File: src/rtl/led_mode_pkg.sv
// led_mode_pkg
// Shared types and helpers for the LED mode indicator.
//   settle_state_t : state of the selector settle FSM
//   pattern()      : LED drive pattern for a given mode and LED count
//   clog2_min1()   : counter width helper that never returns zero
package led_mode_pkg;

  // Settle FSM states: STABLE holds the committed mode, SETTLING is
  // watching a candidate mode that has not yet been held long enough.
  typedef enum logic {
    STABLE   = 1'b0,
    SETTLING = 1'b1
  } settle_state_t;

  // Widest LED bank the pattern helper can describe.
  localparam int MAX_LEDS = 32;

  // Width of a counter that must hold values 0..n-1, at least one bit.
  function automatic int clog2_min1(input int n);
    return (n <= 2) ? 1 : $clog2(n);
  endfunction

  // Modes below the LED count light a single LED; higher modes light a
  // growing bar from bit 0 that saturates at all-ones. The vector is
  // built by shifting so no variable bit index is needed.
  function automatic logic [MAX_LEDS-1:0] pattern(input int m, input int n);
    logic [MAX_LEDS-1:0] p;
    int                  bar;
    p   = '0;
    bar = m - n + 2;
    if (bar > n) bar = n;
    for (int i = MAX_LEDS - 1; i >= 0; i--) begin
      if (m < n) p = {p[MAX_LEDS-2:0], (i == m)};
      else       p = {p[MAX_LEDS-2:0], (i < bar)};
    end
    return p;
  endfunction

endpackage

File: src/rtl/led_mode_indicator_blink_divider.sv
// blink_divider
// Free-running blink timebase. Counts 0..BLINK_DIV-1 and toggles phase on
// each wrap, so phase has a half-period of BLINK_DIV cycles.
//   clk     : system clock, rising edge
//   rst_n   : synchronous active-low reset (counter 0, phase 1)
//   restart : restart the half-period with phase 1 (used on mode commit)
//   phase   : 1 = LEDs lit half, 0 = LEDs dark half
module blink_divider
  import led_mode_pkg::*;
#(
  parameter int BLINK_DIV = 25000000
) (
  input  logic clk,
  input  logic rst_n,
  input  logic restart,
  output logic phase
);

  localparam int              DW   = clog2_min1(BLINK_DIV);
  localparam logic [DW-1:0]   LAST = DW'(BLINK_DIV - 1);

  logic [DW-1:0] count;

  // Restart wins over a wrap in the same cycle so a freshly committed
  // pattern always begins with a full lit half-period.
  always_ff @(posedge clk) begin
    if (!rst_n) begin
      count <= '0;
      phase <= 1'b1;
    end else if (restart) begin
      count <= '0;
      phase <= 1'b1;
    end else if (count == LAST) begin
      count <= '0;
      phase <= ~phase;
    end else begin
      count <= count + DW'(1);
    end
  end

endmodule

File: src/rtl/led_mode_indicator.sv
// led_mode_indicator
// Debounces a mode selector and drives registered status LEDs plus a
// per-mode numeric value.
//   clk          : system clock, rising edge
//   rst_n        : synchronous active-low reset
//   mode         : requested mode, sampled every clock
//   blink_en     : 1 = LEDs blink with the divider phase, 0 = steady
//   out          : ((active_mode+1)*STEP) truncated to OUT_W bits
//   led          : registered LED drive for the committed mode
//   active_mode  : committed mode
//   busy         : high while a candidate mode is settling
//   mode_changed : one-cycle pulse on the cycle after a commit edge
module led_mode_indicator
  import led_mode_pkg::*;
#(
  parameter int MODE_W    = 2,
  parameter int NUM_LEDS  = 3,
  parameter int OUT_W     = 11,
  parameter int STEP      = 5,
  parameter int SETTLE    = 4,
  parameter int BLINK_DIV = 25000000
) (
  input  logic                clk,
  input  logic                rst_n,
  input  logic [MODE_W-1:0]   mode,
  input  logic                blink_en,
  output logic [OUT_W-1:0]    out,
  output logic [NUM_LEDS-1:0] led,
  output logic [MODE_W-1:0]   active_mode,
  output logic                busy,
  output logic                mode_changed
);

  // The settle counter holds how many consecutive samples of the
  // candidate have been seen; the commit happens on the sample that
  // would take it to SETTLE, i.e. while it still reads SETTLE-1.
  localparam int               SCW         = clog2_min1(SETTLE + 1);
  localparam logic [SCW-1:0]   SETTLE_LAST = SCW'(SETTLE - 1);

  settle_state_t        state;
  logic [MODE_W-1:0]    cand;
  logic [SCW-1:0]       cnt;
  logic                 phase;
  logic                 commit;
  logic [MODE_W-1:0]    commit_mode;
  logic [NUM_LEDS-1:0]  pat_active;
  logic [NUM_LEDS-1:0]  pat_commit;

  // Numeric value for a mode; the multiply wraps modulo 2^32 which
  // agrees with the required modulo 2^OUT_W after truncation.
  function automatic logic [OUT_W-1:0] mode_value(input logic [MODE_W-1:0] m);
    logic [31:0] v;
    v = (32'(m) + 32'd1) * STEP;
    return OUT_W'(v);
  endfunction

  // Commit decision. With SETTLE=1 a differing mode commits straight
  // from STABLE, so SETTLING is never entered.
  always_comb begin
    commit      = 1'b0;
    commit_mode = cand;
    if (state == STABLE) begin
      if (mode != active_mode && SETTLE == 1) begin
        commit      = 1'b1;
        commit_mode = mode;
      end
    end else begin
      if (mode != active_mode && mode == cand && cnt == SETTLE_LAST) begin
        commit = 1'b1;
      end
    end
  end

  assign pat_active = NUM_LEDS'(pattern(int'(active_mode), NUM_LEDS));
  assign pat_commit = NUM_LEDS'(pattern(int'(commit_mode), NUM_LEDS));
  assign busy       = (state == SETTLING);

  // Settle FSM and output registers. On a commit the LEDs show the new
  // pattern at once, matching the divider restarting in its lit phase.
  always_ff @(posedge clk) begin
    if (!rst_n) begin
      state        <= STABLE;
      cand         <= '0;
      cnt          <= '0;
      active_mode  <= '0;
      out          <= mode_value('0);
      led          <= NUM_LEDS'(pattern(0, NUM_LEDS));
      mode_changed <= 1'b0;
    end else begin
      mode_changed <= commit;
      if (commit) begin
        active_mode <= commit_mode;
        out         <= mode_value(commit_mode);
        led         <= pat_commit;
        state       <= STABLE;
        cnt         <= '0;
      end else begin
        led <= blink_en ? (pat_active & {NUM_LEDS{phase}}) : pat_active;
        unique case (state)
          STABLE: begin
            if (mode != active_mode) begin
              state <= SETTLING;
              cand  <= mode;
              cnt   <= SCW'(1);
            end
          end
          SETTLING: begin
            if (mode == active_mode) begin
              state <= STABLE;
              cnt   <= '0;
            end else if (mode != cand) begin
              cand <= mode;
              cnt  <= SCW'(1);
            end else begin
              cnt <= cnt + SCW'(1);
            end
          end
          default: state <= STABLE;
        endcase
      end
    end
  end

  blink_divider #(
    .BLINK_DIV(BLINK_DIV)
  ) u_blink (
    .clk    (clk),
    .rst_n  (rst_n),
    .restart(commit),
    .phase  (phase)
  );

endmodule

File: config.mk
export PLATFORM = sky130hd
export DESIGN_NAME = led_mode_indicator
export DESIGN_NICKNAME = d
export VERILOG_FILES = /design/src/rtl/led_mode_pkg.sv /design/src/rtl/led_mode_indicator_blink_divider.sv /design/src/rtl/led_mode_indicator.sv
export SDC_FILE = /design/constraint.sdc
export NUM_CORES = 1
export LEC_CHECK = 0
export BUFFER_PORTS_ARGS = -buffer_cell sky130_fd_sc_hd__buf_2
export CORE_ASPECT_RATIO = 0.9
export CORE_UTILIZATION = 58
export CTS_CLUSTER_SIZE = 14
export DETAILED_ROUTE_END_ITERATION = 8
export PLACE_DENSITY = 0.8
export SETUP_SLACK_MARGIN = 0.3
export SKIP_LAST_GASP = 1
export SYNTH_ARGS = -nofsm -noshare
export SYNTH_HDL_FRONTEND = slang
export SYNTH_SLANG_ARGS = --single-unit
export TNS_END_PERCENT = 50
File: constraint.sdc
create_clock -name clk -period 1.85 [get_ports clk]
set_input_delay 0.37 -clock clk [delete_from_list [all_inputs] [get_ports clk]]
set_output_delay 0.37 -clock clk [all_outputs]
set_load 0.01 [all_outputs]
==> results of run 1 <==
power by group through the flow:
stage	Clock, mW	Sequential [mW]	Combinational [mW]
2_1_floorplan	0	0.974	0.0791
3_3_place_gp	0	0.974	0.101
3_5_place_dp	0	0.975	0.104
4_1_cts	0.760	0.952	0.116
5_1_grt	0.815	0.953	0.146
6_report	0.764	0.952	0.135
repair_timing:
action,in CTS,in global routing
pin swaps,20,10
resized for setup,39,27
setup buffers,13,11
hold buffers,0,0
hold endpoints to repair,0,0
cloned,2,0
endpoints found under the setup margin,39,33
layout make-up:
type,count,area [um2]
Timing Repair Buffer,57,435
Clock inverter,2,35.0
Multi-Input combinational cell,178,1390
Inverter,9,33.8
Sequential cell,43,895
Tap cell,44,55.1
Clock buffer,6,82.6
Fill cell,171,548
layer usage:
metal  wire length [um]  GRT usage (%)  share of wire [%]  vias to the layer above
li1                   -              -                  -                      989
met1               2670           39.2                 42                     1029
met2               3010           42.7                 48                      102
met3                381           7.25                6.0                       26
met4                238           13.7                3.8                        0
met5                  0              0                  0                        -
Yosys cell counts, types with 2 or more instances:
cell,instances,share of area [%]
nand2_1,13,2.2
o21ai_0,11,2.5
xor2_1,10,4.0
nand3_1,12,2.8
o31ai_1,6,2.1
buf_2,7,1.6
xnor2_1,5,2.0
a211oi_1,12,4.1
a21oi_1,11,2.5
nor2_1,8,1.4
buf_1,2,0.34
and4_1,4,1.6
dfxtp_1,43,40
or4_1,7,2.4
or2_1,2,0.57
nand4_1,7,2.0
o21a_1,4,1.4
and3_1,4,1.1
buf_4,8,2.8
nor4b_1,2,0.80
ha_1,11,6.3
nor3_1,20,4.6
or3_1,4,1.1
inv_1,8,1.4
worst max-delay path: stages, from the launching register on:
cell and delay (ns):
dfxtp_2 0.37, ha_4 0.15, and3_4 0.18, nand4_1 0.12, buf_4 0.18, buf_6 0.12, or3_1 0.39, a211oi_1 0.23
flip-flops by register name (all words and copies together), names as in the netlist:
signal,flops
active_mode,2
cnt,3
out,5
u_blink.count,25
u_blink.phase,1
led,3
busy,1
cand,2
mode_changed,1
kinds of logic (layout without fill, tap and decap cells):
group	Yosys count	in the layout	share of synthesized area [%]
other cells	1	5	0.172
buf+inv	27	74	6.43
compound gates	53	53	16.4
simple gates	93	93	24.4
fa+ha+maj	11	11	6.32
flops	43	43	39.5
xor+xnor	16	16	6.78
path summary, 6_finish.rpt:
path	endpoint	depth (start not counted)	startpoint	slack, ns
max	u_blink.count[18]$_SDFF_PP0_	7	u_blink.count[1]$_SDFF_PP0_	0.02
min	out[0]$_SDFFE_PN1N_	2	rst_n	0.33
max reg2reg	u_blink.count[18]$_SDFF_PP0_	7	u_blink.count[1]$_SDFF_PP0_	0.02
min reg2reg	out[3]$_SDFFE_PN0N_	1	out[3]$_SDFFE_PN0N_	0.49
==> impl_metrics.yaml, run 1 <==
placed_design:
  placed_area_um2: 2400
  pre_cts_ws_ns: 0.0386
  dp.cells: 305
  io_buffer_count: 17
  hpwlAfterDp_mm: 3.22
  gp_congestion: 0.852
critical_path:
  cp-start-kind: "register"
  worstPathRequired_ns: 2.05
  worstPathArrival_ns: 2.03
  critPathKind: "reg -> reg"
  end_kind: "register"
  critPathMaxFanout: 4
finish:
  fin_cells: 339
  fin_util_pct: 84.2
  nNetsFinal: 310
  stdcell_area_um2: 2930
  area_growth_pct: 34.5
  layout_commonest_cell: "buf_4"
  final_cell_mix: "29 x buf_4, 22 x dfxtp_1, 19 x nor3_1, 18 x dfxtp_2, 17 x buf_2"
  n_antenna_cell: 0
  drive_gt1_share_pct: 42.0
die:
  coreArea_um2: 3480
  die_x_um: 66.6
  dieHeight_um: 60.1
  rows: 20
  die_area_um2: 4010
  io-pin-count: 23
  start_util_pct: 62.6
route:
  wire_per_inst_um: 18.6
  drc: 0
  vias_per_cell: 6.33
  ant_nets: 0
  first_pass_iters: 5
  dr_total_vias: 2146
  drt-initial-drc-count: 223
  routed_wl_mm: 6.30
grt:
  grt_pass1_vias: 1746
  grt_pass1_wl_mm: 8.45
  grt_overflow: 0
  grt.total_usage_pct: 28.9
  grt_max_degree: 30
  antenna_found_initial: 0
pwr:
  p_clk_share_pct: 41.3
  power_density_nw_per_um2: 632
  power_leakage_nw: 1.08
  p_total_mw: 1.85
  pwr-share-seq_pct: 51.4
  power_switching_uw: 424
  irDropWorstVdd_mv: 0.569
  p_sw_share_pct: 22.9
  p_int_mw: 1.43
  p_comb_share_pct: 7.3
clock_network:
  clock_path_buffers: 2
  clk_pin_slew_ns: 0.08
  cts_root_buf: "clkbuf_8"
  clk_latency_ns: 0.30
  htreeDepth: 2
  numCtsBuffers: 5
  cts_sinks: 43
  cts_tree: "built"
run_status:
  status: "finished, final reports clean"
timing:
  fin_crit_sh_pct: 98.7
  final.min_clock_period_ns: 1.83
  finalClockSkew_ns: 0.00712
  finalWorstSetupSlack_ns: 0.0232
  tns_ns: 0
  rsz0062_at_grt: "true"
  fmax_ghz: 0.547
  finalMaxSlewViolations: 0
  setup_viol: 0
  whs_ns: 0.330
  hold_viol_final: 0
logic_synthesis:
  netlist_area_um2: 2180
  synthFlopType: "dfxtp_1"
  synthCells: 244
  async_flop_share_pct: 0
  yosys_warnings: 0
  synth-edff-count: 0
  ys_ff_latch: 43
  yosysSeqAreaShare_pct: 39.5
  synth.avg_cell_area_um2: 8.93
  synth_cell_types: 47
hold_path:
  holdCritPathClass: "in -> reg"
flow_run:
  drv_cap: 0
No activity file was read; power rests on OpenSTA's default activity.
==> run 2: changes to the inputs <==
clock period = 2 ns   (was 1.85 ns; I/O delays follow)
==> run 2 against run 1 <==
  * Cell area down 13%
  * First-iteration DRC count up 8.1%
  * Cell count down 7.1%
  * Clock power down 29%
  * Critical path depth down 1
  * Routed wire length down 24%
  * Via count down 10%
  * Global-route usage down 3.1 points
  * Clock-buffer cell count up 1
  * Utilization down 11 points
==> impl_metrics.yaml, run 2 (synthesized netlist as in run 1, its figures left out) <==
run_status:
  status: "finished, final reports clean"
critical_path:
  cp_cell_sequence: "ha_4 > and3_4 > nand4_1 > buf_6 > or4b_1 > a211oi_1"
  reg2reg_from: "u_blink.count[0]$_SDFF_PP0_"
  worstPathArrival_ns: 1.98
  worstPathRequired_ns: 2.22
  regToRegEndpoint: "u_blink.count[24]$_SDFF_PP0_"
  critPathMaxFanout: 5
  worstSetupPathDepth: 6
  crit_family: "simple AND/OR/NAND/NOR gates"
  worstSetupEndpoint: "u_blink.count[24]$_SDFF_PP0_"
  r2r_slack_ns: 0.25
  cp-start-kind: "register"
  crit_path_max_incr_delay_ns: 0.49
  path_buf_inv: 1
  critPathKind: "reg -> reg"
  slowest_stage: "or4b_1"
  reg2reg_depth: 6
  end_kind: "register"
  startpoint: "u_blink.count[0]$_SDFF_PP0_"
pwr:
  power_density_nw_per_um2: 598
  pwr-share-seq_pct: 58.0
  p_sw_share_pct: 24.5
  p_clk_share_pct: 35.7
  irDropWorstVdd_mv: 0.553
  power_switching_uw: 373
  p_total_mw: 1.52
  p_comb_share_pct: 6.4
  p_int_mw: 1.15
  power_leakage_nw: 0.909
clock_network:
  cts_sinks: 43
  clk_latency_ns: 0.30
  htreeDepth: 2
  clock_path_buffers: 2
  hold_buffers: 0
  numCtsBuffers: 5
  clk_pin_slew_ns: 0.08
  cts_tree: "built"
  cts_root_buf: "clkbuf_8"
finish:
  final_cell_mix: "30 x dfxtp_1, 20 x nor3_1, 17 x buf_2, 13 x nand2_1"
  nNetsFinal: 286
  multiInputGateArea_um2: 1270
  top_register: "u_blink.count"
  fill_cells: 263
  largestRegisters: "u_blink.count (25), out (5)"
  fin_cells: 315
  n_antenna_cell: 0
  stdcell_area_um2: 2550
  layout_commonest_cell: "dfxtp_1"
  area_growth_pct: 17.1
  drive_gt1_share_pct: 27.3
  register_area_um2: 880
  largest_reg_flops: 25
grt:
  grt_pass1_wl_mm: 7.63
  grt.total_usage_pct: 25.8
  grt_pass1_vias: 1618
  grt_max_degree: 30
  grt_overflow: 0
  antenna_found_initial: 0
timing:
  finalWorstSetupSlack_ns: 0.247
  finalMaxSlewViolations: 0
  hold_viol_final: 0
  final.min_clock_period_ns: 1.75
  tns_ns: 0
  fmax_ghz: 0.570
  setup_viol: 0
  finalClockSkew_ns: 0.00305
  fin_crit_sh_pct: 87.7
  rsz0062_at_grt: "true"
route:
  drt-initial-drc-count: 241
  ant_nets: 0
  dr_total_vias: 1922
  drc: 0
  vias_per_cell: 6.10
  wire_per_inst_um: 15.2
  routed_wl_mm: 4.80
  first_pass_iters: 4
die:
  start_util_pct: 62.6
  coreArea_um2: 3480
  die_x_um: 66.6
  io-pin-count: 23
  die_area_um2: 4010
  rows: 20
  dieHeight_um: 60.1
flow_run:
  drv_cap: 0
placed_design:
  io_buffer_count: 17
  pre_cts_ws_ns: 0.176
  hpwlAfterDp_mm: 3.06
  dp.cells: 301
  gp_congestion: 0.876
  placed_area_um2: 2310
hold_path:
  holdCritPathClass: "in -> reg"
run 2: worst min-delay path by stage:
stage	start	endpoint	slack, ns	cells after the start
2_1_floorplan	cnt[1]$_SDFFE_PP0P_	cnt[1]$_SDFFE_PP0P_	0.43	2
3_3_place_gp	cnt[1]$_SDFFE_PP0P_	cnt[1]$_SDFFE_PP0P_	0.45	2
3_5_place_dp	cnt[1]$_SDFFE_PP0P_	cnt[1]$_SDFFE_PP0P_	0.45	2
4_1_cts	rst_n	out[0]$_SDFFE_PN1N_	0.34	2
5_1_grt	rst_n	out[0]$_SDFFE_PN1N_	0.37	2
6_report	rst_n	out[0]$_SDFFE_PN1N_	0.35	2
run 2: area by class of cell:
class | instances | area share (%)
sequential | 43 | 34.5
clock inverter | 1 | 0.196
timing repair buffer | 33 | 8.98
clock buffer | 7 | 2.99
tap | 44 | 2.16
inverter | 9 | 1.32
multi-input combinational | 178 | 49.9
run 2: per-layer routing:
metal,vias up,wire length [um],global-route usage [%]
met5,-,0,0
met4,0,75,13.1
met3,8,171,5.92
met2,40,2130,35.9
met1,935,2430,36.7
li1,939,-,-
run 2: power groups by stage:
stage / registers [mW] / logic [mW] / clock network (mW)
after global routing: 0.885 / 0.108 / 0.591
after detailed placement: 0.900 / 0.0867 / 0
after global placement: 0.899 / 0.0846 / 0
final: 0.883 / 0.0968 / 0.544
after floorplan: 0.898 / 0.0680 / 0
after CTS: 0.882 / 0.0913 / 0.547
run 2: repair_timing:
action,CTS,global route
setup buffers,5,0
setup endpoints to repair,8,39
gates resized for setup,19,19
cloned,1,0
pin swaps,4,3
run 2: per-stage QoR:
| step | utilization (%) | hold WS, ns |
|---|---|---|
| 2_1_floorplan | - | 0.435 |
| 3_3_place_gp | 66.5 | 0.445 |
| 5_1_grt | 73.3 | 0.373 |
| 4_1_cts | 71.5 | 0.343 |
| 3_5_place_dp | 66.5 | 0.454 |
| 6_report | 73.3 | 0.349 |
run 2: worst reg2reg max path, delay by kind of cell, from the launching register on:
kind            cells  cell delay [ns]
simple gates        3             0.80
buf+inv             1             0.16
flops               1             0.37
fa+ha+maj           1             0.15
compound gates      1             0.19
